==> config.mk <==
export PLATFORM = sky130hd
export DESIGN_NAME = frame_window_downloader
export DESIGN_NICKNAME = d
export VERILOG_FILES = /design/src/rtl/frame_window_downloader_pkg.sv /design/src/rtl/frame_window_downloader_burst_cache.sv /design/src/rtl/frame_window_downloader.sv
export SDC_FILE = /design/constraint.sdc
export NUM_CORES = 1
export LEC_CHECK = 0
export CAP_MARGIN = 20
export CORE_UTILIZATION = 60
export DETAILED_ROUTE_END_ITERATION = 6
export PLACE_DENSITY = 0.88
export SLEW_MARGIN = 20
export SYNTH_ARGS = -nofsm -noshare
export SYNTH_HDL_FRONTEND = slang
export SYNTH_SLANG_ARGS = --single-unit
==> constraint.sdc <==
create_clock -name clk -period 8.4 [get_ports clk]
set_clock_uncertainty 0.2 [all_clocks]
set_input_delay 1.68 -clock clk [delete_from_list [all_inputs] [get_ports clk]]
set_output_delay 1.68 -clock clk [all_outputs]
set_load 0.005 [all_outputs]
==> src/rtl/frame_window_downloader_pkg.sv <==
// Shared types for the frame window downloader: FSM states and FIFO marker words.
package frame_window_downloader_types;

  typedef enum logic [3:0] {
    IDLE,
    CHECK_CFG,
    CALC_ADDR,
    PUSH_FSTART,
    ROW_START,
    REQ,
    WAIT_ACK,
    FILL,
    DRAIN,
    PUSH_FEND,
    DONE
  } t_state;

  // Bit 16 set marks a control word; pixel words carry a 0 there.
  localparam logic [16:0] MARK_FRAME_START = 17'h1_0000;
  localparam logic [16:0] MARK_ROW_START   = 17'h1_0001;
  localparam logic [16:0] MARK_FRAME_END   = 17'h1_FFFF;

endpackage

==> src/rtl/frame_window_downloader_burst_cache.sv <==
// One-burst register file: 32-bit synchronous write, combinational 16-bit pixel read.
module burst_cache #(
  parameter int WORDS = 8,
  localparam int AW = $clog2(WORDS),
  localparam int PW = $clog2(WORDS * 2)
) (
  input  logic          clk,
  input  logic          we_i,
  input  logic [AW-1:0] waddr_i,
  input  logic [31:0]   wdata_i,
  input  logic [PW-1:0] pix_idx_i,
  output logic [15:0]   pix_o
);

  logic [31:0] mem_q [WORDS];
  logic [31:0] rd_word;

  always_ff @(posedge clk) begin
    if (we_i) mem_q[waddr_i] <= wdata_i;
  end

  // Even pixel index selects the low half-word (first pixel of the pair).
  assign rd_word = mem_q[pix_idx_i[PW-1:1]];
  assign pix_o   = pix_idx_i[0] ? rd_word[31:16] : rd_word[15:0];

endmodule

==> src/rtl/frame_window_downloader.sv <==
// Reads a FRAME_WIDTH x FRAME_HEIGHT window out of a stored frame in SDRAM, one burst
// at a time, and streams it into the display FIFO framed by start/row/end markers.
module frame_window_downloader
  import frame_window_downloader_types::*;
#(
  parameter int MEMORY_BURST      = 32,
  parameter int FRAME_WIDTH       = 480,
  parameter int FRAME_HEIGHT      = 272,
  parameter int ORIG_FRAME_WIDTH  = 640,
  parameter int ORIG_FRAME_HEIGHT = 480,
  parameter int ADDR_WIDTH        = 21,
  parameter int PIXEL_WIDTH       = 16
) (
  input  logic                  clk,
  input  logic                  reset,
  input  logic                  start,
  input  logic [ADDR_WIDTH-1:0] base_addr,
  input  logic [10:0]           x_offset,
  input  logic [10:0]           y_offset,
  input  logic                  queue_full,
  input  logic                  read_ack,
  input  logic [31:0]           read_data,
  input  logic                  rd_data_valid,
  output logic [PIXEL_WIDTH:0]  queue_data_o,
  output logic                  wr_en,
  output logic                  read_rq,
  output logic [ADDR_WIDTH-1:0] read_addr,
  output logic                  mem_rd_en,
  output logic                  busy,
  output logic                  download_done,
  output logic                  cfg_error
);

  localparam int BURST_WORDS  = MEMORY_BURST / 4;
  localparam int BURST_PIXELS = MEMORY_BURST / 2;
  localparam int WA           = $clog2(BURST_WORDS);
  localparam int PIX_IDX_W    = $clog2(BURST_PIXELS);
  localparam logic [10:0] FW  = 11'(FRAME_WIDTH);
  localparam logic [10:0] FH  = 11'(FRAME_HEIGHT);
  localparam logic [10:0] BP  = 11'(BURST_PIXELS);
  localparam logic [10:0] BW  = 11'(BURST_WORDS);
  localparam logic [ADDR_WIDTH-1:0] STRIDE = ADDR_WIDTH'(ORIG_FRAME_WIDTH);

  t_state                state_q;
  logic [ADDR_WIDTH-1:0] base_q, row_base_q, addr_q;
  logic [10:0]           x_off_q, y_off_q, row_q, col_q, word_cnt_q, pix_ptr_q;
  logic [10:0]           col_inc, pix_inc;
  logic [12:0]           x_end, y_end;
  logic                  win_bad, can_wr, cache_we;
  logic [15:0]           cache_pix;

  assign x_end    = 13'(x_off_q) + 13'(FRAME_WIDTH);
  assign y_end    = 13'(y_off_q) + 13'(FRAME_HEIGHT);
  assign win_bad  = (x_end > 13'(ORIG_FRAME_WIDTH)) || (y_end > 13'(ORIG_FRAME_HEIGHT));
  // A write is issued only if the FIFO had room and we did not write last cycle.
  assign can_wr   = !queue_full && !wr_en;
  assign cache_we = (state_q == FILL) && rd_data_valid && (word_cnt_q < BW);
  assign col_inc  = col_q + 11'd1;
  assign pix_inc  = pix_ptr_q + 11'd1;

  burst_cache #(.WORDS(BURST_WORDS)) u_cache (
    .clk       (clk),
    .we_i      (cache_we),
    .waddr_i   (word_cnt_q[WA-1:0]),
    .wdata_i   (read_data),
    .pix_idx_i (pix_ptr_q[PIX_IDX_W-1:0]),
    .pix_o     (cache_pix)
  );

  always_ff @(posedge clk or posedge reset) begin
    if (reset) begin
      state_q       <= IDLE;
      base_q        <= '0;
      row_base_q    <= '0;
      addr_q        <= '0;
      x_off_q       <= '0;
      y_off_q       <= '0;
      row_q         <= '0;
      col_q         <= '0;
      word_cnt_q    <= '0;
      pix_ptr_q     <= '0;
      queue_data_o  <= '0;
      wr_en         <= 1'b0;
      read_rq       <= 1'b0;
      read_addr     <= '0;
      mem_rd_en     <= 1'b0;
      busy          <= 1'b0;
      download_done <= 1'b0;
      cfg_error     <= 1'b0;
    end else begin
      wr_en         <= 1'b0;
      mem_rd_en     <= 1'b0;
      download_done <= 1'b0;
      cfg_error     <= 1'b0;
      case (state_q)
        IDLE: if (start) begin
          base_q  <= base_addr;
          x_off_q <= x_offset;
          y_off_q <= y_offset;
          busy    <= 1'b1;
          state_q <= CHECK_CFG;
        end
        CHECK_CFG: if (win_bad) begin
          cfg_error <= 1'b1;
          busy      <= 1'b0;
          state_q   <= IDLE;
        end else begin
          state_q <= CALC_ADDR;
        end
        CALC_ADDR: begin
          row_base_q <= base_q + ADDR_WIDTH'(y_off_q) * STRIDE + ADDR_WIDTH'(x_off_q);
          row_q      <= '0;
          state_q    <= PUSH_FSTART;
        end
        PUSH_FSTART: if (can_wr) begin
          wr_en        <= 1'b1;
          queue_data_o <= (PIXEL_WIDTH+1)'(MARK_FRAME_START);
          state_q      <= ROW_START;
        end
        ROW_START: if (row_q == FH) begin
          state_q <= PUSH_FEND;
        end else if (can_wr) begin
          wr_en        <= 1'b1;
          queue_data_o <= (PIXEL_WIDTH+1)'(MARK_ROW_START);
          col_q        <= '0;
          addr_q       <= row_base_q;
          state_q      <= REQ;
        end
        REQ: begin
          read_addr <= addr_q;
          read_rq   <= 1'b1;
          state_q   <= WAIT_ACK;
        end
        WAIT_ACK: if (read_ack) begin
          mem_rd_en  <= 1'b1;
          word_cnt_q <= '0;
          state_q    <= FILL;
        end
        FILL: if (word_cnt_q == BW) begin
          read_rq   <= 1'b0;
          pix_ptr_q <= '0;
          state_q   <= DRAIN;
        end else if (rd_data_valid) begin
          word_cnt_q <= word_cnt_q + 11'd1;
        end
        DRAIN: if (can_wr) begin
          wr_en        <= 1'b1;
          queue_data_o <= {1'b0, PIXEL_WIDTH'(cache_pix)};
          col_q        <= col_inc;
          pix_ptr_q    <= pix_inc;
          // Burst exhausted or row complete; the last burst of a row may be partial.
          if (pix_inc == BP || col_inc == FW) begin
            if (col_inc < FW) begin
              addr_q  <= addr_q + ADDR_WIDTH'(pix_inc);
              state_q <= REQ;
            end else begin
              row_base_q <= row_base_q + STRIDE;
              row_q      <= row_q + 11'd1;
              state_q    <= ROW_START;
            end
          end
        end
        PUSH_FEND: if (can_wr) begin
          wr_en        <= 1'b1;
          queue_data_o <= (PIXEL_WIDTH+1)'(MARK_FRAME_END);
          state_q      <= DONE;
        end
        DONE: begin
          download_done <= 1'b1;
          busy          <= 1'b0;
          state_q       <= IDLE;
        end
        default: state_q <= IDLE;
      endcase
    end
  end

endmodule

==> results.txt <==
Met3 Usage GRT - 0.0479
Ratio of final minimum period to clock period - 0.537
Syn-to-layout area delta - 15.3%
Routing usage on met1 - 0.365
Post-CTS Resized - 0
CTS tree - built
Die span in y - 188 µm
Buffers on Ports - 124
Normalized max-slew margin - 0.274
CTS Buf Count - 43
Crit Path Class - register to register
Detailed Route Iter0 Violations - 1435
Clock slew at reported path FFs - 60 ps
Largest net degree at the start of global routing - 71
Post-Synthesis Cells - 1518
Startpoint Class - register
Post-synth top area share - 0.371
Most instantiated library cell after synthesis - edfxtp_1
Final min period - 4510 ps
Worst Hold Class - register to register
Vias in the first global route - 14.2k
Endpoint class of the critical path - register
Status - complete, no violations
Root Driver - clkbuf_16
Core ar. - 33700 µm²
Post-CTS Hold Buffers - 0
Yosys warns - 0
Routed vias/inst - 6.59
Mean post-synth cell area - 13.6 µm²
Sum of negative setup slack - 0 ps
Ys async rst share - 0.409
Syn_nets - 1680
Total track usage - 0.296
Die ar. - 35300 µm²
Critical Path Start - y_off_q[1]
Post-synth top cells - edfxtp_1, dfrtp_1, o21ai_0
Fill cells - 2097
Clock buffer depth - 3
Antenna violations before repair - 0
DP Wirelength - 30600 µm
Vias - 14.0k
Required @ worst endpoint - 8650 ps
Final setup vio count - 0
Postcts setup bufs - 0
FMAX - 0.221 GHz
Worst hold start - queue_data_o[9]
Distinct cells, synth - 85
Clk sink count - 433
Die span in x - 188 µm
Max H-tree Level - 2
Worst slew pin tran - 1090 ps
Arrival time worst endpoint - 4770 ps
Most Crowded Layer GR - met2
Core Rows - 67
Main flop type after synthesis - edfxtp_1
First-pass GRT wire length - 79700 µm
Static leakage - 0.00893 µW
Post-synth EDFFs - 256
TritonRoute pass-1 iters - 5
Fin nets - 1801
WL/cell - 24.1 µm
Final ANT Viol Nets - 0
GPL Wtd Cong - 0.875
Clock Latency Late Sink - 570 ps
Max Slew Vio Count - 0
Multi-input logic area - 8210 µm²
I/O pin cnt - 125
Met2 Usage GRT - 0.507
Pwr Total - 9230 µW
RSZ-0062 raised after global routing - no
Top cells by area, synth - edfxtp_1, dfrtp_1, mux4_2
Synthesized flop and latch total - 433
Worst vdd ir - 0.000478 V
Post-Syn Area - 20700 µm²
Pwr dens - 387 nW/µm²
Drc violations - 0
Seq/Total Area, Yosys - 0.585
R2r startpoint - y_off_q[1]
Routed WL - 51300 µm
Final hold violation count - 0
FF-to-FF setup slack - 3890 ps
Starting density of the core - 0.614
Max Cap Viol - 0
Global route total overflow - 0
Crit path max fanout - 5
Share of layout cells above drive strength 1 - 0.161
Sequential Area - 12100 µm²
Yosys top cell by area - edfxtp_1
-- worst max-delay path: stages, from the launching register on --
cell	delay, ps
dfrtp_1	420
ha_1	310
ha_1	230
fa_1	430
a21oi_1	230
a2bb2oi_1	300
and2_1	200
ha_1	230
ha_1	360
a21o_1	180
a21o_1	210
o21ai_0	180
o311ai_1	150
a211oi_1	310
xnor2_1	170
a211o_1	310
-- cells by family after synthesis --
kind of cell | Yosys count | synth area share
flops | 433 | 0.585
mux | 158 | 0.129
fa+ha+maj | 81 | 0.0515
simple gates | 369 | 0.0896
xor+xnor | 44 | 0.0186
compound gates | 327 | 0.105
buf+inv | 106 | 0.0206
-- path summary, 6_finish.rpt --
path	endpoint	cells past startpoint
worst max register to register	row_base_q[20]	15
min in group asynchronous	base_q[19]	2
worst max-delay path	row_base_q[20]	15
worst min register to register	queue_data_o[9]	2
max in group asynchronous	pix_ptr_q[2]	3
worst min-delay path	queue_data_o[9]	2
-- stage by stage --
step                hold slack [ps]  setup WS [ps]  utilization  cells  cell area [µm²]
CTS                             298           3950        0.708   2121            23800
global placement                264           3730        0.666   2041            22400
global route                    320           3690        0.708   2122            23900
detailed placement              271           3660        0.666   2041            22400
finish                          300           3890        0.708   2123            23900
floorplan                       245           1720            -   1518            20700
-- power breakdown --
part	leakage (µW)	total (µW)	internal [µW]	switching, µW
clock network	0.000687	1930	1090	840
registers	0.00453	2960	2590	370
logic	0.00371	4330	2020	2310
-- sequential cells by signal (all words and copies together) (netlist names), 4 cells and up --
name / count
addr_q: 21
base_q: 21
col_q: 11
pix_ptr_q: 11
queue_data_o: 17
read_addr: 21
row_base_q: 21
row_q: 11
state_q: 4
u_cache.mem_q: 256
word_cnt_q: 11
x_off_q: 11
y_off_q: 11
-- cell usage in the layout (no fill, tap or decap), drive strengths merged, types with 13 or more instances in the layout --
cell type	instances
xnor2	30
mux2	73
a21oi	42
mux4	80
clkdlybuf4s50	124
clkbuf	57
clkinv	15
o21ai	113
inv	39
ha	74
nor2	78
nor3	31
nand2	101
a31oi	19
o31ai	22
edfxtp	256
buf	22
xor2	14
dfrtp	177
nand3	40
and3	21
and2	13
a211oi	14
-- area by class of cell --
class | instances | area share
Clock buffer | 57 | 0.0494
Antenna cell | 1 | 0.000105
Tap cell | 448 | 0.0235
Clock inverter | 23 | 0.00990
Timing Repair Buffer | 146 | 0.0596
Sequential cell | 433 | 0.508
Inverter | 36 | 0.00587
Multi-Input combinational cell | 979 | 0.344
-- per-layer routing --
layer / routed length [µm] / share of wire
met5: 0 / 0
met3: 3440 / 0.067
met4: 2450 / 0.048
met2: 26300 / 0.51
met1: 19000 / 0.37
(Power assumes the default switching activity.)
